## config.mk

```make
export PLATFORM = sky130hd
export DESIGN_NAME = seg_scan_counter
export DESIGN_NICKNAME = d
export VERILOG_FILES = /design/src/rtl/seg_pkg.sv /design/src/rtl/bcd_to_seg.sv /design/src/rtl/seg_scan_counter.sv
export SDC_FILE = /design/constraint.sdc
export NUM_CORES = 1
export LEC_CHECK = 0
export BUFFER_PORTS_ARGS = -buffer_cell sky130_fd_sc_hd__buf_4
export CAP_MARGIN = 30
export CORE_MARGIN = 2
export CORE_UTILIZATION = 63
export CTS_BUF_LIST = sky130_fd_sc_hd__clkbuf_16
export DETAILED_ROUTE_END_ITERATION = 8
export PLACE_DENSITY = 0.93
export SYNTH_ARGS = -nofsm -noshare
export SYNTH_HDL_FRONTEND = slang
export SYNTH_HIERARCHICAL = 1
export SYNTH_SLANG_ARGS = --single-unit
```

## constraint.sdc

```tcl
create_clock -name clk_1k -period 5.1 [get_ports clk_1k]
set_clock_uncertainty 0.2 [all_clocks]
set_input_delay 0.51 -clock clk_1k [delete_from_list [all_inputs] [get_ports clk_1k]]
set_output_delay 0.51 -clock clk_1k [all_outputs]
set_load 0.01 [all_outputs]
```

## src/rtl/seg_pkg.sv

```systemverilog
// Shared 7-segment constants for the scan counter and its decoder.
// Segment order is {g,f,e,d,c,b,a}; the decimal point occupies bit SEG_DP of seg_data.
package seg_pkg;

    localparam logic [6:0] SEG_0     = 7'h3F;
    localparam logic [6:0] SEG_1     = 7'h06;
    localparam logic [6:0] SEG_2     = 7'h5B;
    localparam logic [6:0] SEG_3     = 7'h4F;
    localparam logic [6:0] SEG_4     = 7'h66;
    localparam logic [6:0] SEG_5     = 7'h6D;
    localparam logic [6:0] SEG_6     = 7'h7D;
    localparam logic [6:0] SEG_7     = 7'h07;
    localparam logic [6:0] SEG_8     = 7'h7F;
    localparam logic [6:0] SEG_9     = 7'h6F;
    localparam logic [6:0] SEG_BLANK = 7'h00;

    localparam int SEG_DP = 7;

endpackage

```

## src/rtl/bcd_to_seg.sv

```systemverilog
// Combinational BCD to 7-segment decoder.
// Codes 10..15 produce a dark digit.
module bcd_to_seg
    import seg_pkg::*;
(
    input  logic [3:0] bcd,
    output logic [6:0] seg
);

    always_comb begin
        seg = SEG_BLANK;
        case (bcd)
            4'd0: seg = SEG_0;
            4'd1: seg = SEG_1;
            4'd2: seg = SEG_2;
            4'd3: seg = SEG_3;
            4'd4: seg = SEG_4;
            4'd5: seg = SEG_5;
            4'd6: seg = SEG_6;
            4'd7: seg = SEG_7;
            4'd8: seg = SEG_8;
            4'd9: seg = SEG_9;
            default: seg = SEG_BLANK;
        endcase
    end

endmodule

```

## src/rtl/seg_scan_counter.sv

```systemverilog
// N-digit BCD up/down counter with a multiplexed 7-segment scan driver.
// Define SEG_SCAN_LZB_EN to blank leading zero digits (digit 0 is never blanked).
module seg_scan_counter
    import seg_pkg::*;
#(
    parameter int N_DIGITS = 4,
    parameter int TICK_DIV = 1000,
    parameter int SCAN_DIV = 4
) (
    input  logic                  clk_1k,
    input  logic                  reset,
    input  logic                  cnt_en,
    input  logic                  cnt_up,
    input  logic [N_DIGITS-1:0]   dp_mask,
    output logic [N_DIGITS-1:0]   seg_com,
    output logic [7:0]            seg_data,
    output logic [4*N_DIGITS-1:0] value
);

    localparam int TW = (TICK_DIV > 1) ? $clog2(TICK_DIV) : 1;
    localparam int SW = (SCAN_DIV > 1) ? $clog2(SCAN_DIV) : 1;
    localparam int IW = (N_DIGITS > 1) ? $clog2(N_DIGITS) : 1;

    logic [TW-1:0]         tick_cnt;
    logic [SW-1:0]         scan_cnt;
    logic [IW-1:0]         scan_idx;
    logic                  tick;
    logic                  scan_wrap;
    logic [4*N_DIGITS-1:0] value_next;
    logic [N_DIGITS:0]     chain;
    logic [3:0]            cur_digit;
    logic [3:0]            sel_digit;
    logic                  sel_dp;
    logic [3:0]            dec_in;
    logic [6:0]            seg;
    logic [7:0]            seg_data_next;

    assign tick      = cnt_en && (tick_cnt == TW'(TICK_DIV - 1));
    assign scan_wrap = (scan_cnt == SW'(SCAN_DIV - 1));

    // Ripple carry (up) or borrow (down) through the digits; chain[0] is the step itself.
    always_comb begin
        value_next = value;
        chain      = '0;
        chain[0]   = 1'b1;
        cur_digit  = '0;
        for (int i = 0; i < N_DIGITS; i++) begin
            cur_digit = value[4*i +: 4];
            if (chain[i]) begin
                if (cnt_up) begin
                    if (cur_digit >= 4'd9) begin
                        value_next[4*i +: 4] = 4'd0;
                        chain[i+1]           = 1'b1;
                    end else begin
                        value_next[4*i +: 4] = cur_digit + 4'd1;
                    end
                end else begin
                    if (cur_digit == 4'd0 || cur_digit > 4'd9) begin
                        value_next[4*i +: 4] = 4'd9;
                        chain[i+1]           = 1'b1;
                    end else begin
                        value_next[4*i +: 4] = cur_digit - 4'd1;
                    end
                end
            end
        end
    end

    always_comb begin
        sel_digit = '0;
        sel_dp    = 1'b0;
        for (int i = 0; i < N_DIGITS; i++) begin
            if (scan_idx == IW'(i)) begin
                sel_digit = value[4*i +: 4];
                sel_dp    = dp_mask[i];
            end
        end
    end

`ifdef SEG_SCAN_LZB_EN
    logic [N_DIGITS:0] upper_zero;
    logic              sel_blank;

    // upper_zero[i]: digit i and every digit above it are zero.
    always_comb begin
        upper_zero           = '0;
        upper_zero[N_DIGITS] = 1'b1;
        for (int i = N_DIGITS - 1; i >= 0; i--) begin
            upper_zero[i] = upper_zero[i+1] && (value[4*i +: 4] == 4'd0);
        end
    end

    always_comb begin
        sel_blank = 1'b0;
        for (int i = 1; i < N_DIGITS; i++) begin
            if (scan_idx == IW'(i)) begin
                sel_blank = upper_zero[i];
            end
        end
    end

    assign dec_in = sel_blank ? 4'hF : sel_digit;
`else
    assign dec_in = sel_digit;
`endif

    bcd_to_seg u_dec (
        .bcd (dec_in),
        .seg (seg)
    );

    always_comb begin
        seg_data_next         = {1'b0, seg};
        seg_data_next[SEG_DP] = sel_dp;
    end

    always_ff @(posedge clk_1k) begin
        if (reset) begin
            tick_cnt <= '0;
            scan_cnt <= '0;
            scan_idx <= '0;
            value    <= '0;
            seg_com  <= '1;
            seg_data <= 8'h00;
        end else begin
            if (cnt_en) begin
                tick_cnt <= tick ? '0 : tick_cnt + 1'b1;
            end
            if (tick) begin
                value <= value_next;
            end
            scan_cnt <= scan_wrap ? '0 : scan_cnt + 1'b1;
            if (scan_wrap) begin
                scan_idx <= (scan_idx == IW'(N_DIGITS - 1)) ? '0 : scan_idx + 1'b1;
            end
            seg_com  <= ~(N_DIGITS'(1) << scan_idx);
            seg_data <= seg_data_next;
        end
    end

endmodule

```

==> flow_summary_export.csv, run 1 <==
group,metric,value,unit
clock_tree,cts_max_path_buffers,2,
cells_and_area,drive_gt1_share,14.5,%
timing,setup_viol,0,
worst_setup_path,crit_chain,"inv_1, ha_1, nand3b_1, a21oi_1, a21oi_1, o21ai_0, inv_1, ha_1, a21oi_2, o22ai_2, nor2b_1",
die,rows,24,
global_route,antenna_found_initial,0,
timing,fin_crit_sh,60.4,%
logic_synthesis,synth_flop_cell,"dfxtp_1",
route,dr_total_vias,2667,
clock_tree,post_cts_resized,0,
power,swShare,22.0,%
outcome,status,"finished, final reports clean",
worst_setup_path,max_stage_delay,0.71,ns
power,vdd_ir_drop_max,0.201,mV
route,antenna_left,0,
timing,fin_tns_setup,0,ns
logic_synthesis,synth_top_area_cell,"dfxtp_1",
die,initial_utilization,65.2,%
power,p_per_area,232,mW/mm^2
route,wire_per_inst,15.7,microns
logic_synthesis,avgSynthCellArea,8.11,sq um
clock_tree,root_buffer,"clkbuf_16",
route,vias_per_cell,6.29,
global_route,grt_max_degree,46,
logic_synthesis,ys_seq_area_share,29.6,%
timing,rsz0062_at_grt,"no",
timing,hold_viol,0,
logic_synthesis,synth_cells,350,
placed_design,dp_hpwl,4360,microns
power,power_frac_comb,7.4,%
logic_synthesis,async_flop_share,0,%
clock_tree,clock-sinks,42,
logic_synthesis,synth_cell_type_count,58,
cells_and_area,nets,407,
global_route,grt_usage,26.5,%
die,io-pin-count,36,
min_path,hp-class,"register to register",
job,cap_violations,0,
die,die_area,0.00506,sq mm
die,coreArea,0.00435,sq mm
power,p_int,0.588,mW
worst_setup_path,slowest_stage,"o21ai_0",
worst_setup_path,cp_max_fo,11,
clock_tree,cts_tree,"yes",
logic_synthesis,ys_ff_latch,42,
worst_setup_path,worstPathRequired,5.06,ns
power,p_leak,1.29,nW
route,totalWireLength,6640,microns
cells_and_area,fillers,310,
clock_tree,clk_pin_slew,0.06,ns
global_route,overflow,0,
timing,hold_slack,0.242,ns
worst_setup_path,arrival,3.04,ns
worst_setup_path,worst-path-buf-inv,2,
logic_synthesis,netlist_area,0.00284,sq mm
global_route,grt_pass1_wl,10900,microns
global_route,grt_pass1_vias,2389,
timing,relSlewSlack,40.2,%
route,drt_iter0_drc,204,
route,drc,0,
logic_synthesis,synth.top_cell.area_share,29.6,%
timing,tightest_slew,0.887,ns
logic_synthesis,ys_top_cells_by_area,"dfxtp_1 30%, ha_1 12%, a21oi_1 5.5%, nor2_1 3.7%, o21ai_0 3.0%",
timing,fmaxAchievable,325,MHz
power,seq_power_share,45.1,%
cells_and_area,antenna_cells,0,
die,die_x,71.1,microns
clock_tree,post_cts_buffers,0,
worst_setup_path,path_delay_family,"compound AO/OA/AOI/OAI gates",
placed_design,portBuffers,35,
timing,slew_violations,0,
logic_synthesis,synth_edf_count,0,
logic_synthesis,ys_warn_count,6,
power,p_switching,0.166,mW
worst_setup_path,cp-end-kind,"register",
logic_synthesis,synth_common_cells,"42 x dfxtp_1, 31 x a21oi_1, 28 x ha_1, 28 x nor2_1, 21 x inv_1",
clock_tree,numCtsBuffers,5,
clock_tree,clkLatencyLatePin,0.29,ns
logic_synthesis,yosysMostFrequentCell,"dfxtp_1",
placed_design,place_congestion,0.856,
clock_tree,cts_hold_buf,0,
power,p_clk_share,47.5,%
die,die_h,71.1,microns
clock_tree,ctsHtreeMaxLevel,2,
logic_synthesis,synth_nets,386,
route,dr.pass1.iters,5,
worst_setup_path,crit_type,"register to register",
cells_and_area,area_growth,14.3,%
timing,min_period,3.08,ns
worst_setup_path,start_kind,"register",
metal layers:
metal	vias up	routed length [microns]	global-route usage, %
met2	97	3300	43.9
li1	1291	-	-
met3	18	352	5.13
met1	1261	2870	34.1
met5	-	0	0
met4	0	113	9.85
placed cells by master, fill, tap and decap left out, types with 4 or more instances in the layout:
master / count
o21bai_1: 5
ha_1: 28
nand2_1: 20
nand3_1: 7
inv_1: 21
nor2b_1: 13
xnor2_1: 4
nor3_1: 13
o21ai_0: 17
dfxtp_1: 42
buf_4: 35
and3_1: 7
nor2_1: 28
nand4_1: 4
nand3b_1: 6
nand2b_1: 9
a21oi_1: 31
clkbuf_16: 5
nor3b_1: 4
mux2i_1: 5
xor2_1: 5
a211oi_1: 7
cells by family (layout without fill, tap and decap cells):
kind of cell	Yosys count	count (layout)	share of synthesized area, %
flip-flops	42	42	29.6
XOR/XNOR	9	9	2.78
buffers and inverters	43	65	5.95
multiplexers	5	5	1.76
AO/OA/AOI/OAI	95	95	22.2
adder cells (fa/ha/maj)	28	28	12.3
AND/OR/NAND/NOR	128	128	25.3
area by class of cell:
cell class,instances,area [sq um],area share (%)
multi-input cells,265,1830,56.4
inverters,22,82.6,2.54
well taps,52,65.1,2.00
clock inverters,3,40.0,1.23
clock buffers,5,125,3.85
flip-flops and latches,42,841,25.9
repair buffers,35,263,8.09
stage by stage:
| step | utilization [%] | area, sq um | power, mW | cells | worst slack, ns |
|---|---|---|---|---|---|
| floorplan | - | 2840 | 0.382 | 350 | 2.32 |
| global placement | 70.8 | 3080 | 0.398 | 416 | 2.22 |
| detailed placement | 70.8 | 3080 | 0.401 | 416 | 2.08 |
| CTS | 74.6 | 3250 | 0.757 | 424 | 2.07 |
| global route | 74.6 | 3250 | 0.774 | 424 | 1.72 |
| finish | 74.6 | 3250 | 0.754 | 424 | 2.02 |
flip-flops by register name, summed over array words and instances, names as in the netlist:
register and count:
tick_cnt 10, seg_com 4, scan_cnt 2, scan_idx 2, seg_data 8, value 16
final timing paths:
check,from,slack (ns),cells after the start,end
worst min register to register,scan_cnt[0],0.24,1,scan_cnt[0]
worst max register to register,scan_idx[1],2.02,11,seg_data[5]
worst max-delay path,scan_idx[1],2.02,11,seg_data[5]
worst min-delay path,scan_cnt[0],0.24,1,scan_cnt[0]
power by group through the flow:
stage / Combinational [mW] / Sequential (mW) / Clock (mW)
detailed placement: 0.0537 / 0.348 / 0
global route: 0.0608 / 0.341 / 0.372
finish: 0.0556 / 0.340 / 0.358
floorplan: 0.0332 / 0.349 / 0
global placement: 0.0508 / 0.347 / 0
CTS: 0.0552 / 0.340 / 0.361
worst register-to-register path: cells and delay by family, from the launching register on:
kind / cells / cell delay, ns
AO/OA/AOI/OAI: 5 / 1.15
adder cells (fa/ha/maj): 2 / 0.57
flip-flops: 1 / 0.38
AND/OR/NAND/NOR: 2 / 0.35
buffers and inverters: 2 / 0.31
Power figures use the tool's default switching activity.
==> run 2, diff against run 1 <==
- CORE_UTILIZATION: 63 -> 58
- PLACE_DENSITY: 0.93 -> 0.87
- clock period: 5.1 -> 3.2 ns (I/O delays scaled with it)
==> run 2 against run 1 <==
Sequential share of layout area shrank 0.11 points. Non-clock buffer count grew 3. Global-route usage shrank 2.0 points. Utilization shrank 5.5 points. Largest power group is now sequential cells.
==> flow_summary_export.csv, run 2 (same netlist as run 1, synthesis figures left out) <==
group,metric,value,unit
die,rows,25,
timing,relSlewSlack,48.5,%
outcome,status,"finished, final reports clean",
cells_and_area,largestRegisters,"value x16, tick_cnt x10, seg_data x8",
cells_and_area,nets,410,
die,die_area,0.00547,sq mm
cells_and_area,area_growth,14.8,%
worst_setup_path,cp_max_fo,11,
cells_and_area,final-seq-area,841,sq um
route,dr_total_vias,2569,
cells_and_area,multi_input_area,0.00183,sq mm
die,io-pin-count,36,
route,antenna_left,0,
clock_tree,clock-sinks,42,
global_route,overflow,0,
die,die_x,74.0,microns
min_path,hp-class,"input port to register",
global_route,grt_max_degree,46,
route,drt_iter0_drc,236,
worst_setup_path,slowest_stage,"o21ai_0",
cells_and_area,largest_register,"value",
placed_design,dp_hpwl,4500,microns
timing,fin_crit_sh,89.1,%
cells_and_area,drive_gt1_share,14.7,%
cells_and_area,antenna_cells,0,
global_route,grt_pass1_vias,2401,
route,dr.pass1.iters,5,
power,vdd_ir_drop_max,0.323,mV
clock_tree,clk_pin_slew,0.06,ns
timing,fmaxAchievable,351,MHz
clock_tree,post_cts_resized,0,
timing,min_period,2.85,ns
cells_and_area,final_common_cell,"dfxtp_1",
worst_setup_path,crit_type,"register to register",
power,p_leak,1.30,nW
die,initial_utilization,60.1,%
placed_design,portBuffers,35,
clock_tree,numCtsBuffers,5,
global_route,grt_pass1_wl,10600,microns
placed_design,place_congestion,0.854,
job,cap_violations,0,
worst_setup_path,crit_chain,"inv_1, ha_1, nand3b_1, a21oi_1, a21oi_1, o21ai_0, inv_1, o21ai_0, o21ai_0, nor2b_1",
timing,tightest_slew,0.764,ns
global_route,antenna_found_initial,0,
clock_tree,post_cts_buffers,0,
timing,slew_violations,0,
clock_tree,cts_hold_buf,0,
timing,setup_viol,0,
clock_tree,root_buffer,"clkbuf_16",
global_route,grt_usage,24.4,%
timing,hold_slack,0.0798,ns
timing,hold_viol,0,
worst_setup_path,max_stage_delay,0.63,ns
route,drc,0,
power,p_per_area,339,mW/mm^2
timing,rsz0062_at_grt,"no",
cells_and_area,largest_reg_flops,16,
clock_tree,clkLatencyLatePin,0.28,ns
cells_and_area,layout_common_cells,"42 x dfxtp_1, 38 x buf_4, 31 x a21oi_1",
worst_setup_path,worstPathRequired,3.16,ns
worst_setup_path,arrival,2.81,ns
die,die_h,74.0,microns
clock_tree,ctsHtreeMaxLevel,2,
worst_setup_path,cp_common_cell,"o21ai_0",
route,totalWireLength,6390,microns
route,wire_per_inst,14.5,microns
worst_setup_path,r2r_slack,0.35,ns
worst_setup_path,start_kind,"register",
cells_and_area,fillers,374,
timing,fin_tns_setup,0,ns
route,vias_per_cell,5.81,
clock_tree,cts_max_path_buffers,2,
worst_setup_path,cp-end-kind,"register",
clock_tree,cts_tree,"yes",
die,coreArea,0.00472,sq mm
run 2: per-layer routing:
metal	global-route usage (%)	vias to the layer above	wire, microns
met1	29.3	1223	2760
met2	44.0	50	3350
met4	6.46	0	68
met3	5.56	7	216
li1	-	1289	-
met5	0	-	0
run 2: critical path, delay by kind of cell, from the launching register on:
family	cells	cell delay (ns)
fa+ha+maj	1	0.28
simple gates	2	0.36
compound gates	5	1.19
flops	1	0.38
buf+inv	2	0.30
run 2: worst paths after layout:
path,start,depth (start not counted),endpoint
max,scan_idx[1],10,seg_data[1]
min,dp_mask[3],3,seg_data[7]
max reg2reg,scan_idx[1],10,seg_data[1]
min reg2reg,scan_cnt[0],1,scan_cnt[0]
run 2: power breakdown:
group          switching, mW  internal [mW]  total, mW
Combinational         0.0505         0.0365     0.0870
Sequential           0.00611          0.536      0.542
Clock                  0.193          0.282      0.475
run 2: through the flow:
step | setup WS, ns | area, sq um | power (mW) | utilization (%) | cells
floorplan | 0.417 | 2840 | 0.609 | - | 350
global placement | 0.643 | 3120 | 0.637 | 66.1 | 434
detailed placement | 0.507 | 3120 | 0.640 | 66.1 | 434
CTS | 0.392 | 3260 | 1.11 | 69.0 | 442
global route | 0.195 | 3260 | 1.14 | 69.0 | 442
finish | 0.350 | 3260 | 1.10 | 69.0 | 442
run 2: layout make-up:
class                      instances  share of cell area, %
clock buffer                       5                   3.84
clock inverter                     3                  0.384
inverter                          22                   2.53
multi-input combinational        265                   56.1
sequential                        42                   25.8
tap                               67                   2.57
timing repair buffer              38                   8.75
